$ cat config.mk
export PLATFORM = sky130hd
export DESIGN_NAME = lsu
export DESIGN_NICKNAME = d
export VERILOG_FILES = /design/src/rtl/lsu_pkg.sv /design/src/rtl/lsu_load_align.sv /design/src/rtl/lsu.sv
export SDC_FILE = /design/constraint.sdc
export NUM_CORES = 1
export LEC_CHECK = 0
export BUFFER_PORTS_ARGS = -buffer_cell sky130_fd_sc_hd__buf_2
export CORE_MARGIN = 3
export CORE_UTILIZATION = 25
export CTS_BUF_LIST = sky130_fd_sc_hd__clkbuf_8 sky130_fd_sc_hd__clkbuf_16
export DETAILED_ROUTE_END_ITERATION = 10
export PLACE_DENSITY = 0.54
export SLEW_MARGIN = 20
export SYNTH_ARGS = -nofsm -noshare
export SYNTH_HDL_FRONTEND = slang
export SYNTH_HIERARCHICAL = 1
export SYNTH_SLANG_ARGS = --single-unit
$ cat constraint.sdc
create_clock -name clk -period 1.47 [get_ports clk]
set_input_delay 0.2205 -clock clk [delete_from_list [all_inputs] [get_ports clk]]
set_output_delay 0.2205 -clock clk [all_outputs]
set_load 0.01 [all_outputs]
$ cat src/rtl/lsu_pkg.sv
// Shared constants, request payload and decode helpers for the load/store unit.
package lsu_pkg;

  localparam int unsigned LSU_WIDTH = 32;
  localparam int unsigned LSU_LANES = 4;

  // funct3 access size/sign encodings
  localparam logic [2:0] LSU_B  = 3'b000;
  localparam logic [2:0] LSU_H  = 3'b001;
  localparam logic [2:0] LSU_W  = 3'b010;
  localparam logic [2:0] LSU_BU = 3'b100;
  localparam logic [2:0] LSU_HU = 3'b101;

  // FSM state encoding
  localparam logic [1:0] ST_IDLE = 2'd0;
  localparam logic [1:0] ST_REQ  = 2'd1;
  localparam logic [1:0] ST_DONE = 2'd2;

  // Fields of the accepted request needed after the memory handshake
  typedef struct packed {
    logic       is_store;
    logic [2:0] funct3;
    logic [1:0] addr_lo;
  } lsu_req_t;

  // Misalignment or illegal size/sign for the requested access
  function automatic logic lsu_fault(input logic       is_store,
                                     input logic [2:0] f3,
                                     input logic [1:0] addr_lo);
    logic flt;
    case (f3)
      LSU_B:   flt = 1'b0;
      LSU_H:   flt = addr_lo[0];
      LSU_W:   flt = (addr_lo != 2'b00);
      LSU_BU:  flt = is_store;
      LSU_HU:  flt = is_store | addr_lo[0];
      default: flt = 1'b1;
    endcase
    return flt;
  endfunction

  // Byte-lane strobes for a store of the given size
  function automatic logic [LSU_LANES-1:0] lsu_wstrb(input logic [2:0] f3,
                                                     input logic [1:0] addr_lo);
    logic [LSU_LANES-1:0] strb;
    case (f3[1:0])
      2'b00:   strb = 4'b0001 << addr_lo;
      2'b01:   strb = 4'b0011 << {addr_lo[1], 1'b0};
      default: strb = 4'b1111;
    endcase
    return strb;
  endfunction

endpackage

$ cat src/rtl/lsu_load_align.sv
// Selects the addressed byte/half/word lane of a read word and extends it.
module lsu_load_align
  import lsu_pkg::*;
(
  input  logic [LSU_WIDTH-1:0] i_mem_rdata,
  input  logic [1:0]           i_addr_lo,
  input  logic [2:0]           i_funct3,
  output logic [LSU_WIDTH-1:0] o_rdata
);

  logic [LSU_WIDTH-1:0] w_lane;

  // Shift the addressed lane down to bit 0, then extend per funct3
  always_comb begin
    w_lane  = i_mem_rdata >> {i_addr_lo, 3'b000};
    o_rdata = '0;
    case (i_funct3)
      LSU_B:   o_rdata = {{24{w_lane[7]}}, w_lane[7:0]};
      LSU_H:   o_rdata = {{16{w_lane[15]}}, w_lane[15:0]};
      LSU_W:   o_rdata = w_lane;
      LSU_BU:  o_rdata = {24'h0, w_lane[7:0]};
      LSU_HU:  o_rdata = {16'h0, w_lane[15:0]};
      default: o_rdata = '0;
    endcase
  end

endmodule

$ cat src/rtl/lsu.sv
// RV32I load/store unit: one data-memory transaction per accepted request.
module lsu
  import lsu_pkg::*;
#(
  parameter int unsigned WIDTH = LSU_WIDTH
) (
  input  logic             clk,
  input  logic             rst_n,
  input  logic             start,
  input  logic             is_store,
  input  logic [2:0]       funct3,
  input  logic [WIDTH-1:0] addr,
  input  logic [WIDTH-1:0] wdata,
  output logic             busy,
  output logic             done,
  output logic             fault,
  output logic [WIDTH-1:0] rdata,
  output logic             mem_req,
  output logic             mem_we,
  output logic [WIDTH-1:0] mem_addr,
  output logic [3:0]       mem_wstrb,
  output logic [WIDTH-1:0] mem_wdata,
  input  logic             mem_ready,
  input  logic [WIDTH-1:0] mem_rdata
);

  logic [1:0]       r_state;
  lsu_req_t         r_req;
  logic             r_busy;
  logic             r_done;
  logic             r_fault;
  logic [WIDTH-1:0] r_rdata;
  logic             r_mem_req;
  logic             r_mem_we;
  logic [WIDTH-1:0] r_mem_addr;
  logic [3:0]       r_mem_wstrb;
  logic [WIDTH-1:0] r_mem_wdata;

  logic [1:0]       w_state_nxt;
  lsu_req_t         w_req_nxt;
  logic             w_fault_nxt;
  logic [WIDTH-1:0] w_rdata_nxt;
  logic             w_mem_we_nxt;
  logic [WIDTH-1:0] w_mem_addr_nxt;
  logic [3:0]       w_mem_wstrb_nxt;
  logic [WIDTH-1:0] w_mem_wdata_nxt;
  logic             w_req_fault;
  logic [WIDTH-1:0] w_load_data;

  lsu_load_align u_load_align (
    .i_mem_rdata (mem_rdata),
    .i_addr_lo   (r_req.addr_lo),
    .i_funct3    (r_req.funct3),
    .o_rdata     (w_load_data)
  );

  assign w_req_fault = lsu_fault(is_store, funct3, addr[1:0]);

  // Next-state and next-register decode; memory fields latch at accept and hold through REQ
  always_comb begin
    w_state_nxt     = r_state;
    w_req_nxt       = r_req;
    w_fault_nxt     = r_fault;
    w_rdata_nxt     = r_rdata;
    w_mem_we_nxt    = r_mem_we;
    w_mem_addr_nxt  = r_mem_addr;
    w_mem_wstrb_nxt = r_mem_wstrb;
    w_mem_wdata_nxt = r_mem_wdata;
    case (r_state)
      ST_IDLE: begin
        if (start) begin
          w_req_nxt.is_store = is_store;
          w_req_nxt.funct3   = funct3;
          w_req_nxt.addr_lo  = addr[1:0];
          w_fault_nxt        = w_req_fault;
          w_rdata_nxt        = '0;
          if (w_req_fault) begin
            w_state_nxt = ST_DONE;
          end else begin
            w_state_nxt     = ST_REQ;
            w_mem_we_nxt    = is_store;
            w_mem_addr_nxt  = {addr[WIDTH-1:2], 2'b00};
            w_mem_wstrb_nxt = is_store ? lsu_wstrb(funct3, addr[1:0]) : 4'b0000;
            case (funct3[1:0])
              2'b00:   w_mem_wdata_nxt = {4{wdata[7:0]}};
              2'b01:   w_mem_wdata_nxt = {2{wdata[15:0]}};
              default: w_mem_wdata_nxt = wdata;
            endcase
          end
        end
      end
      ST_REQ: begin
        if (mem_ready) begin
          w_state_nxt     = ST_DONE;
          w_rdata_nxt     = r_req.is_store ? '0 : w_load_data;
          w_mem_we_nxt    = 1'b0;
          w_mem_wstrb_nxt = 4'b0000;
        end
      end
      ST_DONE: w_state_nxt = ST_IDLE;
      default: w_state_nxt = ST_IDLE;
    endcase
  end

  // State and output registers; status outputs follow the next state so they align with it
  always_ff @(posedge clk) begin
    if (!rst_n) begin
      r_state     <= ST_IDLE;
      r_req       <= '0;
      r_busy      <= 1'b0;
      r_done      <= 1'b0;
      r_fault     <= 1'b0;
      r_rdata     <= '0;
      r_mem_req   <= 1'b0;
      r_mem_we    <= 1'b0;
      r_mem_addr  <= '0;
      r_mem_wstrb <= 4'b0000;
      r_mem_wdata <= '0;
    end else begin
      r_state     <= w_state_nxt;
      r_req       <= w_req_nxt;
      r_busy      <= (w_state_nxt != ST_IDLE);
      r_done      <= (w_state_nxt == ST_DONE);
      r_fault     <= w_fault_nxt;
      r_rdata     <= w_rdata_nxt;
      r_mem_req   <= (w_state_nxt == ST_REQ);
      r_mem_we    <= w_mem_we_nxt;
      r_mem_addr  <= w_mem_addr_nxt;
      r_mem_wstrb <= w_mem_wstrb_nxt;
      r_mem_wdata <= w_mem_wdata_nxt;
    end
  end

  assign busy      = r_busy;
  assign done      = r_done;
  assign fault     = r_fault;
  assign rdata     = r_rdata;
  assign mem_req   = r_mem_req;
  assign mem_we    = r_mem_we;
  assign mem_addr  = r_mem_addr;
  assign mem_wstrb = r_mem_wstrb;
  assign mem_wdata = r_mem_wdata;

endmodule

; ---- Yosys cells after proc, flatten, opt, wreduce, memory -nomap -nowiden
; Index checks and enable logic that the tools add are counted.
; W data, S select, Z words.
[totals]
in_bits = 104
wordCells = 65
register_bits = 111
output_inout_bits = 105
[classes]
shift = 3
n_reduce_logical = 11
bitwise = 2
n_mux = 21
eq_ne = 15
[ops]
columns = operator, n
row1 = $pmux W32 S5, 1
row2 = $pmux W32 S2, 2
row3 = $mux W32, 3
row4 = $shr A32 B5 Y32, 1
row5 = $mux W4, 4
row6 = $pmux W4 S2, 2
row7 = $eq A3 B3 Y1 const B, 4
row8 = $eq A2 B1 Y1 const B, 3
row9 = $eq A3 B1 Y1 const B, 2
row10 = $eq A3 B2 Y1 const B, 2
row11 = $logic_not A3 Y1, 2
row12 = $mux W2, 3
row13 = $ne A2 B2 Y1 const B, 3
row14 = $reduce_and A3 Y1, 2
row15 = $reduce_bool A2 Y1, 3
row16 = $pmux W1 S5, 1
row17 = $logic_not A2 Y1, 2
row18 = $pmux W2 S2, 1
row19 = $reduce_and A4 Y1, 1
row20 = $shl A1 B2 Y4 const A, 1
row21 = $shl A2 B2 Y4 const A, 1
row22 = $mux W1, 3
row23 = $eq A2 B2 Y1 const B, 1
row24 = $pmux W1 S2, 1
row25 = other kinds (3), 3

; ---- Logic depth before layout (Yosys ltp)
; Gate-level depths: netlist of the first run.
[depth]
depth_word = 6
depth_mapped = 8

; ---- By module
; Netlist of the first run, hierarchy kept.
[modules_own_cells]
columns = mod, instances, area_per_inst_um2, cells_per_inst, seq_area_each_um2
row1 = lsu, 1, 4560.6, 532, 2222.1
row2 = lsu_load_align, 1, 803.3, 109, 0.0

; ---- Worst setup path after synthesis of the first run
; Ideal clock, no wire load.
[synth_timing]
path_type = register -> register
start = register r_req[0] (netlist bit)
end = register r_rdata[23], in the netlist rdata[23]
setup_slack_ns = -0.013
synth_period_minus_slack_ns = 1.483
arrival_time_ns = 1.408
required_time_ns = 1.394
path_stages_with_launch = 8
cell_sequence = dfxtp_1 buf_6 nand2b_4 a311oi_4 o211ai_2 o21ai_1 nand3_1 a21boi_0
[synth_via]
elab_chain_len = 5
[synth_lines]
columns = item, line
row1 = from (decl), lsu.sv:28  ; lsu_req_t r_req;
row2 = from (signal assigned), lsu.sv:121  ; r_req <= w_req_nxt;
row3 = $shr A32 B5 Y32, lsu_load_align.sv:15  ; w_lane = i_mem_rdata >> {i_addr_lo, 3'b000};
row4 = $pmux W32 S5, lsu_load_align.sv:17  ; case (i_funct3)
row5 = named net w_load_data[23], lsu.sv:48  ; logic [WIDTH-1:0] w_load_data;
row6 = $mux W32, lsu.sv:95  ; w_rdata_nxt = r_req.is_store ? '0 : w_load_data;
row7 = $mux W32, lsu.sv:93  ; if (mem_ready) begin
row8 = $pmux W32 S2, lsu.sv:69  ; case (r_state)
row9 = to (signal assigned), lsu.sv:125  ; r_rdata <= w_rdata_nxt;
row10 = to (decl), lsu.sv:32  ; logic [WIDTH-1:0] r_rdata;
; The timed path passes the listed nets, and every way through them passes these cells. The select of a mux whose other input is x is not followed.
; A chain may end at the register's enable or synchronous reset.

; ---- Worst setup path after layout of the first run
[layout_timing]
start = register r_req[0] (netlist bit)
end = register r_rdata[11], in the netlist rdata[11]
; The elaborated chain is that of the path after synthesis.

==> results_dict.tcl, run 1 <==
set metrics [dict create \
    grt_pass1_vias 5128 \
    hp-start "addr[22]" \
    fmax_mhz 666.4 \
    nFillCells 2203 \
    final_cell_mix "buf_2 (206), nand3_1 (139), nand2_1 (114)" \
    fin_cells 1138 \
    reg2regPathDepth 7 \
    violations "negative setup slack" \
    rows 52 \
    portBuffers 206 \
    synth_edf_count 0 \
    vias_per_cell 4.795 \
    yosys.cell_types.count 45 \
    final_common_cell "buf_2" \
    placed_cells 1116 \
    hold_end "mem_addr[22]" \
    drtPass1Iterations 7 \
    antenna_found_initial 1 \
    initial_utilization_pct 26.01 \
    finClkSkew_ns 0.01078 \
    relSlewSlack_pct 60.46 \
    dp_hpwl_mm 13.47 \
    place_area_um2 7014 \
    rrSetupSlack_ns -0.03 \
    layout-drive-gt1-share_pct 37.56 \
    reg2reg_from "r_req[0]" \
    cp_max_fo 8 \
    cts_tree "yes" \
    nets 967 \
    pin_count 209 \
    async_flop_share_pct 0 \
    leakage_nw 3.684 \
    maxCapViolations 0 \
    ys.flop_type "dfxtp_1" \
    ir_drop_mv 0.4970 \
    worst-slew-pin-transition_ns 0.5909 \
    setup_viol 13 \
    areaGrowthSynthToFinish_pct 41.36 \
    ys_seq_elements 111 \
    synth_area_um2 5364 \
    ant_nets 0 \
    grt-ovfl-total 0 \
    synth_top_area_share_pct 41.43 \
    hold_violations 0 \
    setup_ws_ns -0.03070 \
    dp_slack_ns -0.1844 \
    rsz0062_at_grt "true" \
    grt_pass1_wl_mm 28.71 \
    status "complete, but fails checks" \
    yosys.area.top_type "dfxtp_1" \
    required_ns 1.73 \
    clk-insertion-delay-late_ns 0.36 \
    cts_buffers 9 \
    dieArea_um2 23250 \
    ys_warn_count 6 \
    powerDensity_nw_per_um2 966.9 \
    path_clk_slew_ns 0.09 \
    post-route-util_pct 36.76 \
    period_share_pct 102.1 \
    drtIter0Drc 216 \
    die_x_um 152.5 \
    grt_max_degree 65 \
    hold_buffers 0 \
    slew_viol_final 0 \
    clkSinkCount 111 \
    synth_cells 641 \
    synthTopCellsByArea "dfxtp_1 (41%), nand3_1 (13%), nand2_1 (8.0%)" \
    hp-class "in2reg" \
    rr_endpoint "rdata[11]" \
    route.detailed.drc 0 \
    core_region_area_um2 20620 \
    vias 5457 \
    cp.arrival_ns 1.76 \
    detail_route.wl_per_cell_um 16.63 \
    synth_area_per_cell_um2 8.368 \
    clk_path_buf_depth 2 \
    num_antenna_cells 0 \
    final.min_clock_period_ns 1.501 \
    yosysSeqAreaShare_pct 41.43 \
    track_usage_pct 15.21 \
    finalWirelength_mm 18.92 \
    fp.dieH_um 152.5 \
    end_kind "register" \
    cts_root_buf "clkbuf_16" \
    path_class "reg2reg" \
    min_delay_path_depth 3 \
    htree_levels 3 \
    cp-start-kind "register" \
    final_cell_area_um2 7582 \
    gp_congestion 0.8163 \
]
## worst max-delay path, cell delays in order (launching register included)
cell and delay, ns:
dfxtp_4 0.40, buf_8 0.15, mux2i_4 0.26, nor3_4 0.08, o21ai_4 0.27, nand2_1 0.09, nand3_1 0.09, a21boi_1 0.06
## stage by stage
step | setup TNS [ns] | total power, W | hold slack (ns)
3_3_place_gp | -5.233 | 0.004760 | 0.4330
3_5_place_dp | -6.747 | 0.004761 | 0.4375
4_1_cts | 0 | 0.007345 | 0.04771
5_1_grt | -1.716 | 0.007719 | 0.06043
6_report | -0.2270 | 0.007331 | 0.06903
2_1_floorplan | -0.008014 | 0.004095 | 0.3510
## state kept, by name, indices dropped and copies added, names as in the netlist, 2 cells and up
signal / count
mem_wdata: 32
rdata: 32
mem_addr: 30
r_req: 6
mem_wstrb: 4
r_state: 2
## cells in the mapped netlist, types with 2 or more instances
master,n
a211oi_1,14
a21boi_0,24
a21boi_1,11
a21o_1,7
a21oi_1,3
buf_1,5
buf_2,11
buf_4,15
buf_6,2
clkbuf_1,26
dfxtp_1,111
inv_1,2
mux2_2,2
mux2i_1,41
nand2_1,114
nand2b_1,4
nand3_1,139
nor2_1,7
nor2_2,2
nor2b_1,16
nor3b_1,2
o211a_1,17
o21a_1,3
o21ai_0,25
o21ai_1,9
o21ai_2,2
o2bb2ai_1,6
o31ai_1,4
## logic make-up after synthesis
family          share of synthesized area (%)
compound gates                          18.85
buf+inv                                 5.855
flops                                   41.43
mux                                     8.071
other cells                           0.06991
simple gates                            25.73
## routing by layer
metal  routed length, um  GRT usage [%]  share of wire (%)
met1                8540          20.17                 45
met2                8579          23.73                 45
met3                1624          5.652                8.6
met4                 164          3.479               0.87
met5                  13              0              0.069
## repair_timing
action                     in CTS  in global routing
resized for setup              16                 45
setup buffers                   0                  4
setup endpoints to repair      32                 70
pin swaps                       1                 36
cloned                          0                  3
## power by group
part / switching [W] / leakage, nW / internal (W)
clock: 0.00130 / 0.144 / 0.00121
sequential: 0.0000888 / 0.904 / 0.00314
combinational: 0.000858 / 2.64 / 0.000738
## how the worst max path moves through the flow
stage | startpoint | depth (start not counted) | slack, ns | endpoint
detailed placement | r_req[0] | 6 | -0.18 | rdata[24]
global placement | r_req[0] | 7 | -0.16 | rdata[20]
CTS | r_req[0] | 8 | 0.002 | rdata[9]
floorplan | r_state[0] | 8 | -0.001 | mem_wdata[12]
finish | r_req[0] | 7 | -0.03 | rdata[11]
global route | r_req[0] | 7 | -0.12 | rdata[18]
## final cells by class
type | count | area (um2) | share of cell area (%)
Clock buffer | 9 | 225.2 | 2.970
Clock inverter | 7 | 77.57 | 1.023
Inverter | 2 | 7.507 | 0.09901
Multi-Input combinational cell | 470 | 2994 | 39.49
Sequential cell | 111 | 2232 | 29.44
Tap cell | 270 | 337.8 | 4.455
Timing Repair Buffer | 269 | 1708 | 22.52
Power figures use the tool's default switching activity.
==> run 2, diff against run 1 <==
- CORE_UTILIZATION: 25 -> 44
- PLACE_DENSITY: 0.54 -> 0.82
==> results_dict.tcl, run 2 (synthesis results as in run 1) <==
set metrics [dict create \
    reg2regPathDepth 7 \
    hp-class "in2reg" \
    grtUsageMet2_pct 40.69 \
    slew_viol_final 0 \
    min_delay_path_depth 3 \
    relSlewSlack_pct 62.81 \
    cp_slowest_cell "dfxtp_2" \
    grt-busiest-layer "met2" \
    grt_pass1_wl_mm 25.47 \
    vias 5433 \
    nets 959 \
    cp_max_fo 7 \
    layout-drive-gt1-share_pct 36.05 \
    clkSinkCount 111 \
    dieArea_um2 13550 \
    vias_per_cell 5.417 \
    hold_violations 0 \
    path_clk_slew_ns 0.08 \
    final.min_clock_period_ns 1.580 \
    htree_levels 3 \
    grt_pass1_vias 5079 \
    status "complete, but fails checks" \
    tns_ns -1.154 \
    initial_utilization_pct 45.99 \
    grt_max_degree 59 \
    final_cell_mix "buf_2 (205), nand3_1 (139), nand2_1 (114)" \
    maxCapViolations 0 \
    clk-insertion-delay-late_ns 0.36 \
    clk_path_buf_depth 2 \
    grt-ovfl-total 0 \
    met3_usage_pct 8.394 \
    setup_viol 21 \
    reg2reg_from "r_req[0]" \
    cp.arrival_ns 1.87 \
    postCtsSetupRepairBufs 0 \
    worst-slew-pin-transition_ns 0.5559 \
    cts_root_buf "clkbuf_16" \
    detail_route.wl_per_cell_um 16.38 \
    cts_buffers 9 \
    rrSetupSlack_ns -0.11 \
    ant_nets 0 \
    grt_use_met1_pct 27.92 \
    areaGrowthSynthToFinish_pct 34.50 \
    dp_hpwl_mm 12.05 \
    hold_buffers 0 \
    setup_ws_ns -0.1099 \
    hold_end "mem_addr[18]" \
    period_share_pct 107.5 \
    ir_drop_mv 1.073 \
    die_x_um 116.4 \
    track_usage_pct 23.78 \
    rsz0062_at_grt "true" \
    cts_tree "yes" \
    rr_endpoint "rdata[24]" \
    end_kind "register" \
    fp.dieH_um 116.4 \
    rows 39 \
    path_class "reg2reg" \
    critical-path-max-stage-delay_ns 0.35 \
    route.detailed.drc 0 \
    dp_slack_ns -0.1351 \
    finClkSkew_ns 0.005943 \
    violations "negative setup slack" \
    gp_congestion 0.9153 \
    drtPass1Iterations 5 \
    pin_count 209 \
    antenna_found_initial 0 \
    path_cells "buf_12, nand2b_4, a311oi_4, o211a_4, a21o_1, nand3_1, a21boi_1" \
    cp-start-kind "register" \
    fmax_mhz 633.0 \
    hp-start "addr[18]" \
    leakage_nw 3.614 \
    required_ns 1.76 \
    portBuffers 206 \
    core_region_area_um2 11660 \
    drtIter0Drc 400 \
    powerDensity_nw_per_um2 994.3 \
    total_power_w 0.007173 \
    num_antenna_cells 0 \
    final_common_cell "buf_2" \
    finalWirelength_mm 16.43 \
]
run 2: cell types whose count changed in the layout (fill, tap and decap cells not counted), moves of 3 or more:
cell,previous run,this run
a21boi_0,5,12
a21boi_1,29,23
mux2i_1,34,40
mux2i_2,5,1
inv_8,1,4
o21ai_1,8,11
run 2: where the power goes:
part / switching [W] / internal (W)
sequential: 0.0000804 / 0.00314
clock: 0.00122 / 0.00125
combinational: 0.000814 / 0.000674
total: 0.00211 / 0.00506
run 2: timing repair:
action / 4_1_cts / 5_1_grt
hold endpoints to repair: 0 / 0
gates resized for setup: 13 / 21
pin swaps: 5 / 12
endpoints found under the setup margin: 43 / 36
run 2: how the worst max path moves through the flow:
stage / from / end / slack, ns / cells past startpoint
final: r_req[0] / rdata[24] / -0.11 / 7
after detailed placement: r_req[2] / rdata[17] / -0.14 / 6
after global routing: r_req[0] / rdata[29] / -0.22 / 7
after CTS: r_req[0] / rdata[17] / -0.12 / 7
after floorplan: r_state[0] / mem_wdata[12] / -0.001 / 8
after global placement: r_req[2] / rdata[20] / -0.08 / 6
run 2: final cells by class:
| cell class | instances | area [um2] |
|---|---|---|
| clock inverter | 6 | 61.31 |
| multi-input combinational | 470 | 2913 |
| sequential | 111 | 2227 |
| tap | 143 | 178.9 |
| clock buffer | 10 | 239.0 |
| inverter | 2 | 7.507 |
| timing repair buffer | 261 | 1588 |
| fill | 1013 | 4448 |
run 2: critical path: cells and delay by family (launching register included):
family	cells	cell delay, ns
AO/OA/AOI/OAI	4	0.80
flip-flops	1	0.35
AND/OR/NAND/NOR	2	0.22
buffers and inverters	1	0.14
run 2: routing by layer:
layer / up-vias / routed length (um)
met2: 216 / 8121
met1: 2514 / 6632
met4: 0 / 343
li1: 2682 / -
met5: - / 0
met3: 21 / 1335
run 2: stage by stage:
step	utilization (%)	hold WS, ns	cells	instance area [um2]
global route	61.86	0.05457	1003	7214
finish	61.86	0.07266	1003	7214
CTS	61.50	0.05700	1003	7172
global placement	58.61	0.4315	987	6835
floorplan	-	0.3510	642	5374
detailed placement	58.61	0.4362	987	6835
==> run 3, diff against run 2 <==
- ABC_AREA: default -> 1
==> results_dict.tcl, run 3 <==
set metrics [dict create \
    rows 39 \
    drtPass1Iterations 5 \
    track_usage_pct 22.97 \
    cp-start-kind "register" \
    ys.flop_type "dfxtp_1" \
    fmax_mhz 732.6 \
    fp.dieH_um 116.3 \
    status "finished clean" \
    grt_pass1_wl_mm 25.05 \
    place_area_um2 6485 \
    num_antenna_cells 0 \
    core_region_area_um2 11660 \
    clk_path_buf_depth 2 \
    pin_count 209 \
    hold_buffers 0 \
    cp_max_fo 16 \
    leakage_nw 3.608 \
    async_flop_share_pct 0 \
    vias 5832 \
    finalWirelength_mm 16.31 \
    vias_per_cell 5.221 \
    yosys.cell_types.count 32 \
    slew_viol_final 0 \
    switching_power_w 0.002487 \
    final_cell_area_um2 6902 \
    cts_root_buf "clkbuf_16" \
    total_power_w 0.007709 \
    grt-ovfl-total 0 \
    clkSinkCount 111 \
    hp-class "in2reg" \
    dp_hpwl_mm 11.39 \
    setup_viol 0 \
    final_cell_mix "buf_2 (206), nand2_1 (187), nor2_1 (151)" \
    htree_levels 3 \
    nets 1073 \
    grt_max_degree 105 \
    powerDensity_nw_per_um2 1117 \
    power_switching_share_pct 32.26 \
    cts_buffers 9 \
    drtIter0Drc 552 \
    cp.arrival_ns 1.65 \
    ant_nets 0 \
    final_common_cell "buf_2" \
    end_kind "register" \
    synth_area_per_cell_um2 6.892 \
    yosysSeqAreaShare_pct 41.50 \
    finClkSkew_ns 0.006596 \
    synth_top_area_share_pct 41.50 \
    synthTopCellsByArea "dfxtp_1 (41%), nand2_1 (13%), nor2_1 (11%)" \
    final.min_clock_period_ns 1.365 \
    antenna_found_initial 0 \
    synth_area_um2 5355 \
    synth_cells 777 \
    yosysMostFrequentCell "nand2_1" \
    clk-insertion-delay-late_ns 0.35 \
    ys_seq_elements 111 \
    path_clk_slew_ns 0.08 \
    cts_tree "yes" \
    areaGrowthSynthToFinish_pct 28.88 \
    maxCapViolations 0 \
    whs_ns 0.08489 \
    die_x_um 116.3 \
    synth_edf_count 0 \
    detail_route.wl_per_cell_um 14.60 \
    tns_ns 0 \
    ir_drop_mv 0.5601 \
    initial_utilization_pct 45.92 \
    gp_congestion 0.9054 \
    nFillCells 1093 \
    power_frac_comb_pct 23.8 \
    period_share_pct 92.85 \
    synthTopCellsByCount "nand2_1 (188), nor2_1 (151), dfxtp_1 (111), o21ai_0 (95), a21oi_1 (44)" \
    p_seq_share_pct 43.8 \
    route.detailed.drc 0 \
    dieArea_um2 13530 \
    ys_warn_count 6 \
    hold_violations 0 \
    layout-drive-gt1-share_pct 30.60 \
    yosys.area.top_type "dfxtp_1" \
    grt_pass1_vias 5217 \
    portBuffers 206 \
    path_class "reg2reg" \
    p_clk_share_pct 32.4 \
    required_ns 1.76 \
    p_int_w 0.005222 \
]
[run 3: area by class of cell]
type | count | area (um2) | share of cell area (%)
inverter | 28 | 117.6 | 1.704
sequential | 111 | 2228 | 32.29
clock inverter | 7 | 86.33 | 1.251
clock buffer | 9 | 225.2 | 3.263
tap | 143 | 178.9 | 2.592
timing repair buffer | 235 | 1391 | 20.16
multi-input combinational | 584 | 2674 | 38.74
[run 3: cells by family after synthesis]
| group | count (synthesis) | synth area share [%] |
|---|---|---|
| other | 1 | 0.07003 |
| AOI/OAI and AO/OA | 168 | 16.29 |
| and+or+nand+nor | 414 | 33.11 |
| buffers and inverters | 83 | 9.042 |
| DFF | 111 | 41.50 |
[run 3: timing repair]
action                     4_1_cts  5_1_grt
buffers inserted                 0        1
gates resized for setup          1       10
pin swaps                        0        1
setup endpoints to repair        1       29
cloned                           0        2
[run 3: path summary, 6_finish.rpt]
| kind | startpoint | to | slack (ns) | cells past startpoint |
|---|---|---|---|---|
| setup reg to reg | r_req[0] | rdata[3] | 0.11 | 8 |
| hold / removal | addr[6] | mem_addr[6] | 0.08 | 3 |
| hold reg to reg | mem_wstrb[2] | mem_wstrb[2] | 0.46 | 2 |
| setup / recovery | r_req[0] | rdata[3] | 0.11 | 8 |
[run 3: through the flow]
step                util [%]  instances  worst slack [ns]
CTS                    58.29       1114           0.06848
floorplan                  -        778            0.2158
detailed placement     55.61       1098          -0.04071
global route           59.18       1117         -0.001528
finish                 59.18       1117            0.1050
global placement       55.61       1098          -0.02155
[run 3: worst max-delay path, stage by stage (launching register included)]
cell and delay, ns:
dfxtp_4 0.38, inv_4 0.09, buf_4 0.20, nand2_1 0.07, nand2_1 0.10, nor2_1 0.05, nor3_1 0.19, nand2_1 0.09
a21oi_1 0.13
[run 3: power by group through the flow]
stage                     Sequential [W]  Combinational [W]  Clock, W
after CTS                        0.00338            0.00176   0.00254
final                            0.00338            0.00183   0.00249
after detailed placement         0.00344            0.00175         0
after global placement           0.00344            0.00174         0
after floorplan                  0.00354            0.00101         0
after global routing             0.00341            0.00204   0.00263
[run 3: routing by layer]
metal  global-route usage, %  wire [um]  up-vias
li1                        -          -     2889
met1                   29.42       6766     2620
met2                   37.38       7545      298
met3                   7.150       1694       25
met4                   6.651        301        0
met5                       0          0        -
